## config.mk

```make
export PLATFORM = sky130hd
export DESIGN_NAME = instr_loader
export DESIGN_NICKNAME = d
export VERILOG_FILES = /design/src/rtl/isa_pkg.sv /design/src/rtl/instr_loader.sv
export SDC_FILE = /design/constraint.sdc
export NUM_CORES = 1
export LEC_CHECK = 0
export ABC_CLOCK_PERIOD_IN_PS = 5100
export CAP_MARGIN = 20
export CORE_UTILIZATION = 55
export CTS_BUF_LIST = sky130_fd_sc_hd__clkbuf_2
export CTS_CLUSTER_DIAMETER = 50
export CTS_CLUSTER_SIZE = 30
export DETAILED_ROUTE_END_ITERATION = 16
export PLACE_DENSITY = 0.85
export SLEW_MARGIN = 20
export SYNTH_ARGS = -nofsm -noshare
export SYNTH_HDL_FRONTEND = slang
export SYNTH_SLANG_ARGS = --single-unit
```

## constraint.sdc

```tcl
create_clock -name clk -period 5.1 [get_ports clk]
set_input_delay 1.02 -clock clk [delete_from_list [all_inputs] [get_ports clk]]
set_output_delay 1.02 -clock clk [all_outputs]
set_load 0.01 [all_outputs]
```

## src/rtl/isa_pkg.sv

```systemverilog
// Shared instruction-set definitions: word width, halt encoding, loader FSM states, error codes.
package isa_pkg;

  localparam int INSTR_W = 9;
  localparam logic [INSTR_W-1:0] HALT_WORD = 9'h1FF;

  localparam logic [1:0] ERR_NONE     = 2'b00;
  localparam logic [1:0] ERR_FORMAT   = 2'b01;
  localparam logic [1:0] ERR_OVERFLOW = 2'b10;

  typedef enum logic [2:0] {
    ST_IDLE,
    ST_LO,
    ST_HI,
    ST_WRITE,
    ST_DONE,
    ST_ERROR
  } loader_state_t;

endpackage

```

## src/rtl/instr_loader.sv

```systemverilog
// Assembles byte-pairs into 9-bit instructions and writes them to sequential memory addresses.
// Latency: one write cycle after the high byte is accepted; at least 3 cycles per instruction.
// Backpressure: in_ready is high only while waiting for a byte (LO/HI); bytes are held by the source otherwise.
module instr_loader
  import isa_pkg::*;
#(
  parameter int ADDR_W = 10
) (
  input  logic               clk,
  input  logic               rst_n,
  input  logic               start,
  input  logic [7:0]         in_byte,
  input  logic               in_valid,
  output logic               in_ready,
  output logic               wr_en,
  output logic [ADDR_W-1:0]  wr_addr,
  output logic [INSTR_W-1:0] wr_data,
  output logic               busy,
  output logic               done,
  output logic [1:0]         err,
  output logic [ADDR_W:0]    count
);

  loader_state_t state, state_nxt;

  logic [ADDR_W-1:0]  addr;
  logic [7:0]         lo_byte;
  logic               hi_bit;
  logic [1:0]         err_q;
  logic [ADDR_W:0]    count_q;
  logic               xfer;
  logic               last_addr;
  logic               hi_bad;
  logic [INSTR_W-1:0] word;

  assign xfer      = in_valid && in_ready;
  assign last_addr = &addr;
  assign hi_bad    = in_byte[7:1] != 7'd0;
  assign word      = {hi_bit, lo_byte};

  always_ff @(posedge clk or negedge rst_n) begin
    if (!rst_n) begin
      state <= ST_IDLE;
    end else begin
      state <= state_nxt;
    end
  end

  always_comb begin
    state_nxt = state;
    in_ready  = 1'b0;
    wr_en     = 1'b0;
    busy      = 1'b0;
    done      = 1'b0;
    case (state)
      ST_IDLE, ST_DONE, ST_ERROR: begin
        done = (state == ST_DONE);
        if (start) state_nxt = ST_LO;
      end
      ST_LO: begin
        in_ready = 1'b1;
        busy     = 1'b1;
        if (xfer) state_nxt = ST_HI;
      end
      ST_HI: begin
        in_ready = 1'b1;
        busy     = 1'b1;
        if (xfer) state_nxt = hi_bad ? ST_ERROR : ST_WRITE;
      end
      ST_WRITE: begin
        wr_en = 1'b1;
        busy  = 1'b1;
        if (word == HALT_WORD) state_nxt = ST_DONE;
        else if (last_addr)    state_nxt = ST_ERROR;
        else                   state_nxt = ST_LO;
      end
      default: state_nxt = ST_IDLE;
    endcase
  end

  // Datapath registers; a reset mid-load wipes the partially assembled word.
  always_ff @(posedge clk or negedge rst_n) begin
    if (!rst_n) begin
      addr    <= '0;
      lo_byte <= '0;
      hi_bit  <= 1'b0;
      err_q   <= ERR_NONE;
      count_q <= '0;
    end else begin
      case (state)
        ST_IDLE, ST_DONE, ST_ERROR: begin
          if (start) begin
            addr    <= '0;
            count_q <= '0;
            err_q   <= ERR_NONE;
          end
        end
        ST_LO: begin
          if (xfer) lo_byte <= in_byte;
        end
        ST_HI: begin
          if (xfer) begin
            if (hi_bad) err_q  <= ERR_FORMAT;
            else        hi_bit <= in_byte[0];
          end
        end
        ST_WRITE: begin
          count_q <= count_q + 1'b1;
          if (word != HALT_WORD) begin
            if (last_addr) err_q <= ERR_OVERFLOW;
            else           addr  <= addr + 1'b1;
          end
        end
        default: ;
      endcase
    end
  end

  assign wr_addr = addr;
  assign wr_data = wr_en ? word : '0;
  assign err     = err_q;
  assign count   = count_q;

endmodule

```

== Word-level counts from Yosys, hierarchy flattened ==
Index checks and enable logic that the tools add are counted.

* $add $sub $neg: 2
* Equality and inequality tests: 14
* Multiplexer cells: 24
* Bitwise operators: 1
* Reduce and logical (&&, ||, !) cells: 15

{| class="wikitable"
|+ Operators with widths
! cell !! count
|-
| 10-bit two-way mux || 3
|-
| 11-bit one-hot mux with 2 select lines || 1
|-
| 10-bit one-hot mux with 2 select lines || 1
|-
| 3-bit two-way mux || 6
|-
| 2-bit != test (second input constant) || 7
|-
| 3-bit one-hot mux with 4 select lines || 1
|-
| 11-bit by 1-bit adder with 11-bit output (second input constant) || 1
|-
| 11-bit two-way mux || 1
|-
| 10-bit by 1-bit adder with 10-bit output (second input constant) || 1
|-
| 2-bit two-way mux || 5
|-
| 10-bit AND reduction || 1
|-
| 9-bit == test (second input constant) || 1
|-
| 9-bit two-way mux || 1
|-
| 9-bit != test (second input constant) || 1
|-
| 7-bit nonzero test || 1
|-
| 3-bit by 2-bit == test with 1-bit output (second input constant) || 2
|-
| 3-bit == test (second input constant) || 2
|-
| 2-bit one-hot mux with 3 select lines || 1
|-
| 3-bit AND reduction || 2
|-
| 6-bit AND reduction || 1
|-
| 3-bit OR reduction || 2
|-
| 1-bit two-way mux || 4
|-
| 2-bit AND reduction || 2
|-
| 4-bit AND reduction || 1
|-
| other kinds (7) || 7
|}

* Register bits after elaboration: 35
* Input port bits: 12
* Word-level logic and storage cells: 62

== Logic depth before layout (Yosys ltp) ==
Gate-level depths: netlist of the first run.

* Depth after elaboration: 6
* Depth in mapped cells: 6
* Depth with buffers taken out: 5

== Worst setup path before layout of the first run ==
No wires, ideal clock.

* Path type: register -> output
* From: register state[2]
* To: output wr_data[0]
* Data arrival time: 1.211 ns
* Data required time: 4.080 ns
* Path slack: 2.869 ns
* Cell stages (with the launch flop): 5
* Path buffers: 1
* Cell sequence: dfrtp_1 > nand3b_2 > inv_2 > clkbuf_1 > and2_1

* Cells in the longest elaborated chain, start to end: 3

{| class="wikitable"
|+ Ends and longest elaborated chain
! item !! RTL line !! RTL
|-
| start, declared || instr_loader.sv:24 || <nowiki>loader_state_t state, state_nxt;</nowiki>
|-
| start signal, assigned || instr_loader.sv:45 || <nowiki>state <= state_nxt;</nowiki>
|-
| 3-bit by 2-bit == test with 1-bit output || instr_loader.sv:55 || <nowiki>case (state)</nowiki>
|-
| 1-bit two-way mux || instr_loader.sv:55 ||
|-
| named net wr_en || instr_loader.sv:15 || <nowiki>output logic wr_en,</nowiki>
|-
| 9-bit two-way mux || instr_loader.sv:120 || <nowiki>assign wr_data = wr_en ? word : '0;</nowiki>
|-
| end, declared || instr_loader.sv:17 || <nowiki>output logic [INSTR_W-1:0] wr_data,</nowiki>
|}

The timed path passes the listed nets, and every way through them passes these cells.

== Final worst setup path of the first run ==
* From: register state[1]
* To: output wr_data[2]

* Cells in the longest elaborated chain, start to end: 3

{| class="wikitable"
|+ Ends and longest elaborated chain
! item !! RTL line
|-
| 3-bit by 2-bit == test with 1-bit output || instr_loader.sv:55
|-
| 1-bit two-way mux || instr_loader.sv:55
|-
| 9-bit two-way mux || instr_loader.sv:120
|}

No other way between the ends.

==> results of run 1 <==
## critical path, delay by kind of cell (launching register included)
kind,cells,cell delay (ns)
flops,1,0.67
buf+inv,2,1.02
simple gates,2,0.59
## metal layers
layer | share of wire | vias up
li1 | - | 890
met1 | 0.45 | 874
met2 | 0.47 | 72
met3 | 0.067 | 4
met4 | 0.0088 | 0
met5 | 0 | -
## power by group through the flow
stage | sequential (mW) | clock, mW | combinational (mW)
after floorplan | 0.435 | 0 | 0.340
after global placement | 0.463 | 0 | 0.525
after detailed placement | 0.466 | 0 | 0.534
after CTS | 0.460 | 0.187 | 0.537
after global routing | 0.480 | 0.201 | 0.590
final | 0.463 | 0.183 | 0.535
## final timing paths
kind,startpoint,endpoint,cells past startpoint
hold / removal,count[10]$_DFFE_PN0P_,count[10]$_DFFE_PN0P_,1
hold reg to reg,count[10]$_DFFE_PN0P_,count[10]$_DFFE_PN0P_,1
setup / recovery,state[1]$_DFFE_PN0P_,wr_data[2],4
min in group asynchronous,rst_n,wr_addr[8]$_DFFE_PN0P_,2
setup reg to reg,state[1]$_DFFE_PN0P_,count[4]$_DFFE_PN0P_,5
max in group asynchronous,rst_n,wr_addr[0]$_DFFE_PN0P_,2
## synth_stat cells (3+ instances only)
master	instances	area (um2)
o211ai_1	4	30.03
nor4_1	3	18.77
nand2b_1	3	18.77
o21ai_1	13	65.06
or3_1	4	25.02
a211o_1	5	43.79
dfrtp_1	35	875.8
a22o_1	3	26.28
buf_2	3	15.01
nand2_1	21	78.83
mux2_1	9	101.4
nor2_1	12	45.04
and4_1	3	26.28
a41oi_1	3	26.28
and2_1	13	81.33
nand3_1	10	50.05
and3_1	5	31.28
nor3_1	5	25.02
mux2i_1	3	30.03
a21oi_1	10	50.05
clkbuf_1	6	22.52
nand4_1	4	25.02
## cell type report
type / instances / area [um2]
inverter: 3 / 11.26
fill: 256 / 835.8
timing repair buffer: 49 / 485.5
clock buffer: 5 / 25.02
multi-input combinational: 166 / 1081
clock inverter: 3 / 43.79
tap: 46 / 57.56
sequential: 35 / 875.8
## through the flow
stage	std cells	setup slack [ns]	utilization	area [um2]
5_1_grt	307	1.204	0.7553	2580
3_3_place_gp	299	1.931	0.7352	2511
3_5_place_dp	299	1.893	0.7352	2511
6_report	307	1.395	0.7553	2580
2_1_floorplan	213	2.869	-	2006
4_1_cts	307	1.403	0.7553	2580
## cells by family after synthesis
| kind of cell | after synthesis |
|---|---|
| xor gates and xnor gates | 1 |
| muxes | 13 |
| buffers and inverters | 12 |
| DFF | 35 |
| AOI/OAI and AO/OA | 50 |
| and+or+nand+nor | 100 |
| adders and majority gates | 2 |
## flip-flops by register name, indices dropped and copies added (netlist names)
| register | cells |
|---|---|
| err | 2 |
| count | 11 |
| hi_bit | 1 |
| lo_byte | 8 |
| wr_addr | 10 |
| state | 3 |
## cells in the final DEF (no fill, tap or decap), types with 2 or more instances in the layout
cell type / synthesis / layout
nor3_1: 5 / 5
nand4_1: 4 / 4
dfrtp_1: 35 / 35
mux2_1: 9 / 9
and4_1: 3 / 3
clkbuf_2: 0 / 5
nor4_1: 3 / 3
or2_2: 2 / 2
o211ai_1: 4 / 4
mux2i_1: 3 / 3
nor2_1: 12 / 12
o21ai_1: 13 / 13
nand2b_1: 3 / 3
nand3_1: 10 / 10
inv_2: 2 / 2
and2_1: 13 / 13
o21ai_0: 2 / 2
nor2b_1: 2 / 2
buf_4: 0 / 2
a211o_1: 5 / 5
or3_1: 4 / 4
clkdlybuf4s50_1: 0 / 47
a21oi_1: 10 / 10
a221oi_1: 2 / 2
a22o_1: 3 / 3
ha_1: 2 / 2
a31oi_1: 2 / 2
nand2_1: 21 / 21
and3_1: 5 / 5
a41oi_1: 3 / 3
==> results.yml, run 1 <==
route:
  wl_per_cell_um: 14.87
  drtAntennaViolNets: 0
  num_vias: 1840
  drt_iter0_drc: 94
  totalWireLength_mm: 4.565
  avgViaCountPerCell: 5.993
  drc: 0
  drt_pass1_iterations: 4
global_route:
  busiest_layer: "met2"
  grt_pass1_vias: 1635
  grt_max_degree: 36
  antenna_found_initial: 0
  met1_usage: 0.3649
  grt_util_met3: 0.06569
  grtUsageTotal: 0.2570
  grt-ovfl-total: 0
  met2_usage: 0.3915
  grt_pass1_wl_mm: 7.935
power:
  power_mw: 1.182
  switching_share: 0.4036
  leakagePower_nw: 1.096
  ir_drop_v: 0.0004010
  pwr-share-seq: 0.392
  p_clk_frac: 0.155
  pwr_density_cell_nw_per_um2: 458.1
  switchingPower_uw: 477.0
  p_int_uw: 704.9
  power.combinational.fraction: 0.453
clock_network:
  cts_tree: "done"
  cts_setup_buffers: 0
  cts_buffers: 5
  path_clk_slew_ns: 0.20
  cts_root_buf: "clkbuf_2"
  h-tree-depth: 2
  cts_resized: 0
  clk_latency_ns: 0.39
  clock-sinks: 35
  cts_hold_buf: 0
  cts_buffer_depth: 2
synthesis:
  synth_top_family_by_area: "simple AND/OR/NAND/NOR gates"
  synth_cells: 213
  syn_nets: 227
  async_flop_share: 1.000
  ys.flop_type: "dfrtp_1"
  synth_edf_count: 0
  syn_area_um2: 2006
  synth_xor_area_frac: 0.004367
  synth_mux_area_frac: 0.07112
  synth_cell_type_count: 51
  yosys_warnings: 0
  synth_fa_ha_area_frac: 0.01248
  syn_avg_cell_area_um2: 9.416
  seq_area_frac_synth: 0.4367
  synth_compound_area_frac: 0.1659
  synth-simple-area-share: 0.2851
  ys_seq_elements: 35
timing:
  slew-limit-headroom: 0.5892
  fin_tns_setup_ns: 0
  tightest_slew_ns: 0.6106
  holdWs_ns: 0.4885
  slew_viol_final: 0
  clock.fmax_mhz: 269.9
  hold_violations: 0
  setup_viol: 0
  min_period_over_period: 0.7264
  fin_skew_ns: 0.02092
  layout_min_cycle_time_ns: 3.705
  rsz0062_at_grt: "no"
floorplan:
  num_rows: 21
  io_pins: 48
  fp.dieArea_um2: 3892
  initial_core_util: 0.5872
  coreArea_um2: 3416
  die_w_um: 62.39
  dieHeight_um: 62.39
worst_setup_path:
  crit_path_start_kind: "register"
  critPathSlowestCell: "dfrtp_1"
  slowest_delay_ns: 0.67
  setup.worst_path.class: "register to output pin"
  cp_data_required_time_ns: 4.08
  critPathMaxFanout: 31
  cp-end-kind: "output pin"
  reg2reg_slack_ns: 2.98
  crit_chain: "nand3b_2, inv_2, and2_1, clkdlybuf4s50_1"
  cp.arrival_ns: 2.68
finish:
  drive_above_1_share: 0.08812
  nets: 274
  diodes: 0
  syn2layout_area_growth_pct: 28.63
job:
  drv_cap: 0
place:
  numPortBuffers: 47
  gp_congestion: 0.8377
  dp_hpwl_mm: 3.198
outcome:
  status: "finished clean"
worst_hold_path:
  hold_class: "register to register"
Note: power is estimated with default switching activity, not from simulation.
==> inputs of run 2 (changes only) <==
--- a/config.mk
+++ b/config.mk
@@ -5,14 +5,14 @@
 export SDC_FILE = /design/constraint.sdc
 export NUM_CORES = 1
 export LEC_CHECK = 0
-export ABC_CLOCK_PERIOD_IN_PS = 5100
+export ABC_CLOCK_PERIOD_IN_PS = 3100
 export CAP_MARGIN = 20
-export CORE_UTILIZATION = 55
+export CORE_UTILIZATION = 46
 export CTS_BUF_LIST = sky130_fd_sc_hd__clkbuf_2
 export CTS_CLUSTER_DIAMETER = 50
 export CTS_CLUSTER_SIZE = 30
 export DETAILED_ROUTE_END_ITERATION = 16
-export PLACE_DENSITY = 0.85
+export PLACE_DENSITY = 0.76
 export SLEW_MARGIN = 20
 export SYNTH_ARGS = -nofsm -noshare
 export SYNTH_HDL_FRONTEND = slang
==> constraint.sdc (replaced) <==
create_clock -name clk -period 3.1 [get_ports clk]
set_input_delay 0.62 -clock clk [delete_from_list [all_inputs] [get_ports clk]]
set_output_delay 0.62 -clock clk [all_outputs]
set_load 0.01 [all_outputs]
==> run 2 against run 1 <==
Combinational power grew 68%. Sequential power increased by 63%. Power is 65% higher. Setup slack worse by 1.2 ns. Final area increased by 0.29%. Largest cell class unchanged.
==> results.yml, run 2 (synthesized netlist as in run 1, its figures left out) <==
floorplan:
  coreArea_um2: 4086
  die_w_um: 68.03
  initial_core_util: 0.4908
  io_pins: 48
  dieHeight_um: 68.03
  fp.dieArea_um2: 4628
  num_rows: 23
finish:
  layout.filler_cells: 370
  syn2layout_area_growth_pct: 29.01
  multi_input_area_um2: 1081
  ff_latch_area_um2: 875.8
  nets: 275
  largest_reg_flops: 11
  layout_commonest_cell: "clkdlybuf4s50_1"
  diodes: 0
  drive_above_1_share: 0.08779
  fin_cells: 312
  post-route-cell-area_um2: 2587
  final_cell_mix: "clkdlybuf4s50_1, dfrtp_1, nand2_1"
timing:
  worst_slack_ns: 0.1587
  rsz0062_at_grt: "no"
  hold_violations: 0
  clock.fmax_mhz: 340.0
  min_period_over_period: 0.9488
  slew-limit-headroom: 0.5703
  fin_skew_ns: 0.01865
  layout_min_cycle_time_ns: 2.941
  slew_viol_final: 0
  fin_tns_setup_ns: 0
  tightest_slew_ns: 0.6387
  setup_viol: 0
global_route:
  grt_pass1_wl_mm: 7.603
  grt-ovfl-total: 0
  grt_max_degree: 36
  grt_pass1_vias: 1651
  grtUsageTotal: 0.2236
  antenna_found_initial: 0
worst_hold_path:
  hold_class: "register to register"
  min_path_cells: 1
worst_setup_path:
  cp.arrival_ns: 2.32
  crit_chain: "nand3b_2, inv_2, and2_1, clkdlybuf4s50_1"
  setup.worst_path.class: "register to output pin"
  slowest_delay_ns: 0.54
  cp-startpoint: "state[2]$_DFFE_PN0P_"
  cp-end-kind: "output pin"
  reg2regPathDepth: 4
  crit_end: "wr_data[5]"
  rr_startpoint: "state[2]$_DFFE_PN0P_"
  rr_endpoint: "wr_addr[5]$_DFFE_PN0P_"
  critPathMaxFanout: 31
  cp_data_required_time_ns: 2.48
  crit_path_start_kind: "register"
  critPathSlowestCell: "dfrtp_1"
  reg2reg_slack_ns: 1.18
clock_network:
  cts_hold_buf: 0
  path_clk_slew_ns: 0.19
  h-tree-depth: 2
  clock-sinks: 35
  cts_buffers: 5
  clk_latency_ns: 0.41
  cts_tree: "done"
  cts_buffer_depth: 2
  cts_setup_buffers: 0
  cts_root_buf: "clkbuf_2"
  cts_resized: 0
place:
  numPortBuffers: 47
  pre_cts_slack_ns: 0.6140
  placed_cells: 304
  gp_congestion: 0.8213
  placed_area_um2: 2524
  dp_hpwl_mm: 3.216
route:
  drc: 0
  drt_pass1_iterations: 4
  num_vias: 1818
  totalWireLength_mm: 4.642
  drtAntennaViolNets: 0
  wl_per_cell_um: 14.88
  drt_iter0_drc: 100
  avgViaCountPerCell: 5.827
power:
  power_mw: 1.949
  leakagePower_nw: 1.098
  pwr_density_cell_nw_per_um2: 753.1
  ir_drop_v: 0.0005021
outcome:
  status: "finished clean"
job:
  drv_cap: 0
run 2: changes by cell type in the layout (fill, tap and decap cells not counted), sizes merged:
cell  change
buf       +1
run 2: worst min path at each step:
stage / startpoint / end / slack (ns)
after floorplan: rst_n / count[0]$_DFFE_PN0P_ / 0.32
after global routing: count[10]$_DFFE_PN0P_ / count[10]$_DFFE_PN0P_ / 0.51
final: count[10]$_DFFE_PN0P_ / count[10]$_DFFE_PN0P_ / 0.49
after CTS: count[10]$_DFFE_PN0P_ / count[10]$_DFFE_PN0P_ / 0.50
after global placement: count[10]$_DFFE_PN0P_ / count[10]$_DFFE_PN0P_ / 0.47
after detailed placement: count[10]$_DFFE_PN0P_ / count[10]$_DFFE_PN0P_ / 0.48
run 2: worst max-delay path, delay by kind of cell (launching register included):
family | cells | cell delay (ns)
buffers and inverters | 2 | 0.90
AND/OR/NAND/NOR | 2 | 0.48
flip-flops | 1 | 0.54
run 2: through the flow:
stage	hold WS [ns]	utilization
2_1_floorplan	0.3244	-
3_3_place_gp	0.4693	0.6176
3_5_place_dp	0.4764	0.6176
4_1_cts	0.5002	0.6332
5_1_grt	0.5125	0.6332
6_report	0.4881	0.6332
run 2: layer usage:
| layer | vias up | routed length, um | share of wire | track usage |
|---|---|---|---|---|
| li1 | 894 | - | - | - |
| met1 | 859 | 2144 | 0.46 | 0.2923 |
| met2 | 55 | 2165 | 0.47 | 0.3554 |
| met3 | 10 | 227 | 0.049 | 0.04000 |
| met4 | 0 | 104 | 0.022 | 0.1068 |
| met5 | - | 0 | 0 | 0 |
run 2: final cells by class:
class,count,area share
flip-flops and latches,35,0.3385
well taps,50,0.02418
inverters,3,0.004352
clock inverters,3,0.01499
multi-input cells,166,0.4178
clock buffers,5,0.009671
repair buffers,50,0.1905
run 2: power breakdown:
part	switching (mW)	internal, mW
combinational	0.449	0.451
sequential	0.175	0.582
clock	0.160	0.133
total	0.784	1.17
==> inputs of run 3 (changes only) <==
--- a/config.mk
+++ b/config.mk
@@ -17,3 +17,4 @@
 export SYNTH_ARGS = -nofsm -noshare
 export SYNTH_HDL_FRONTEND = slang
 export SYNTH_SLANG_ARGS = --single-unit
+export TNS_END_PERCENT = 1
==> results of run 3 <==
No change in the layout: final DEF, timing and power equal those of run 2.
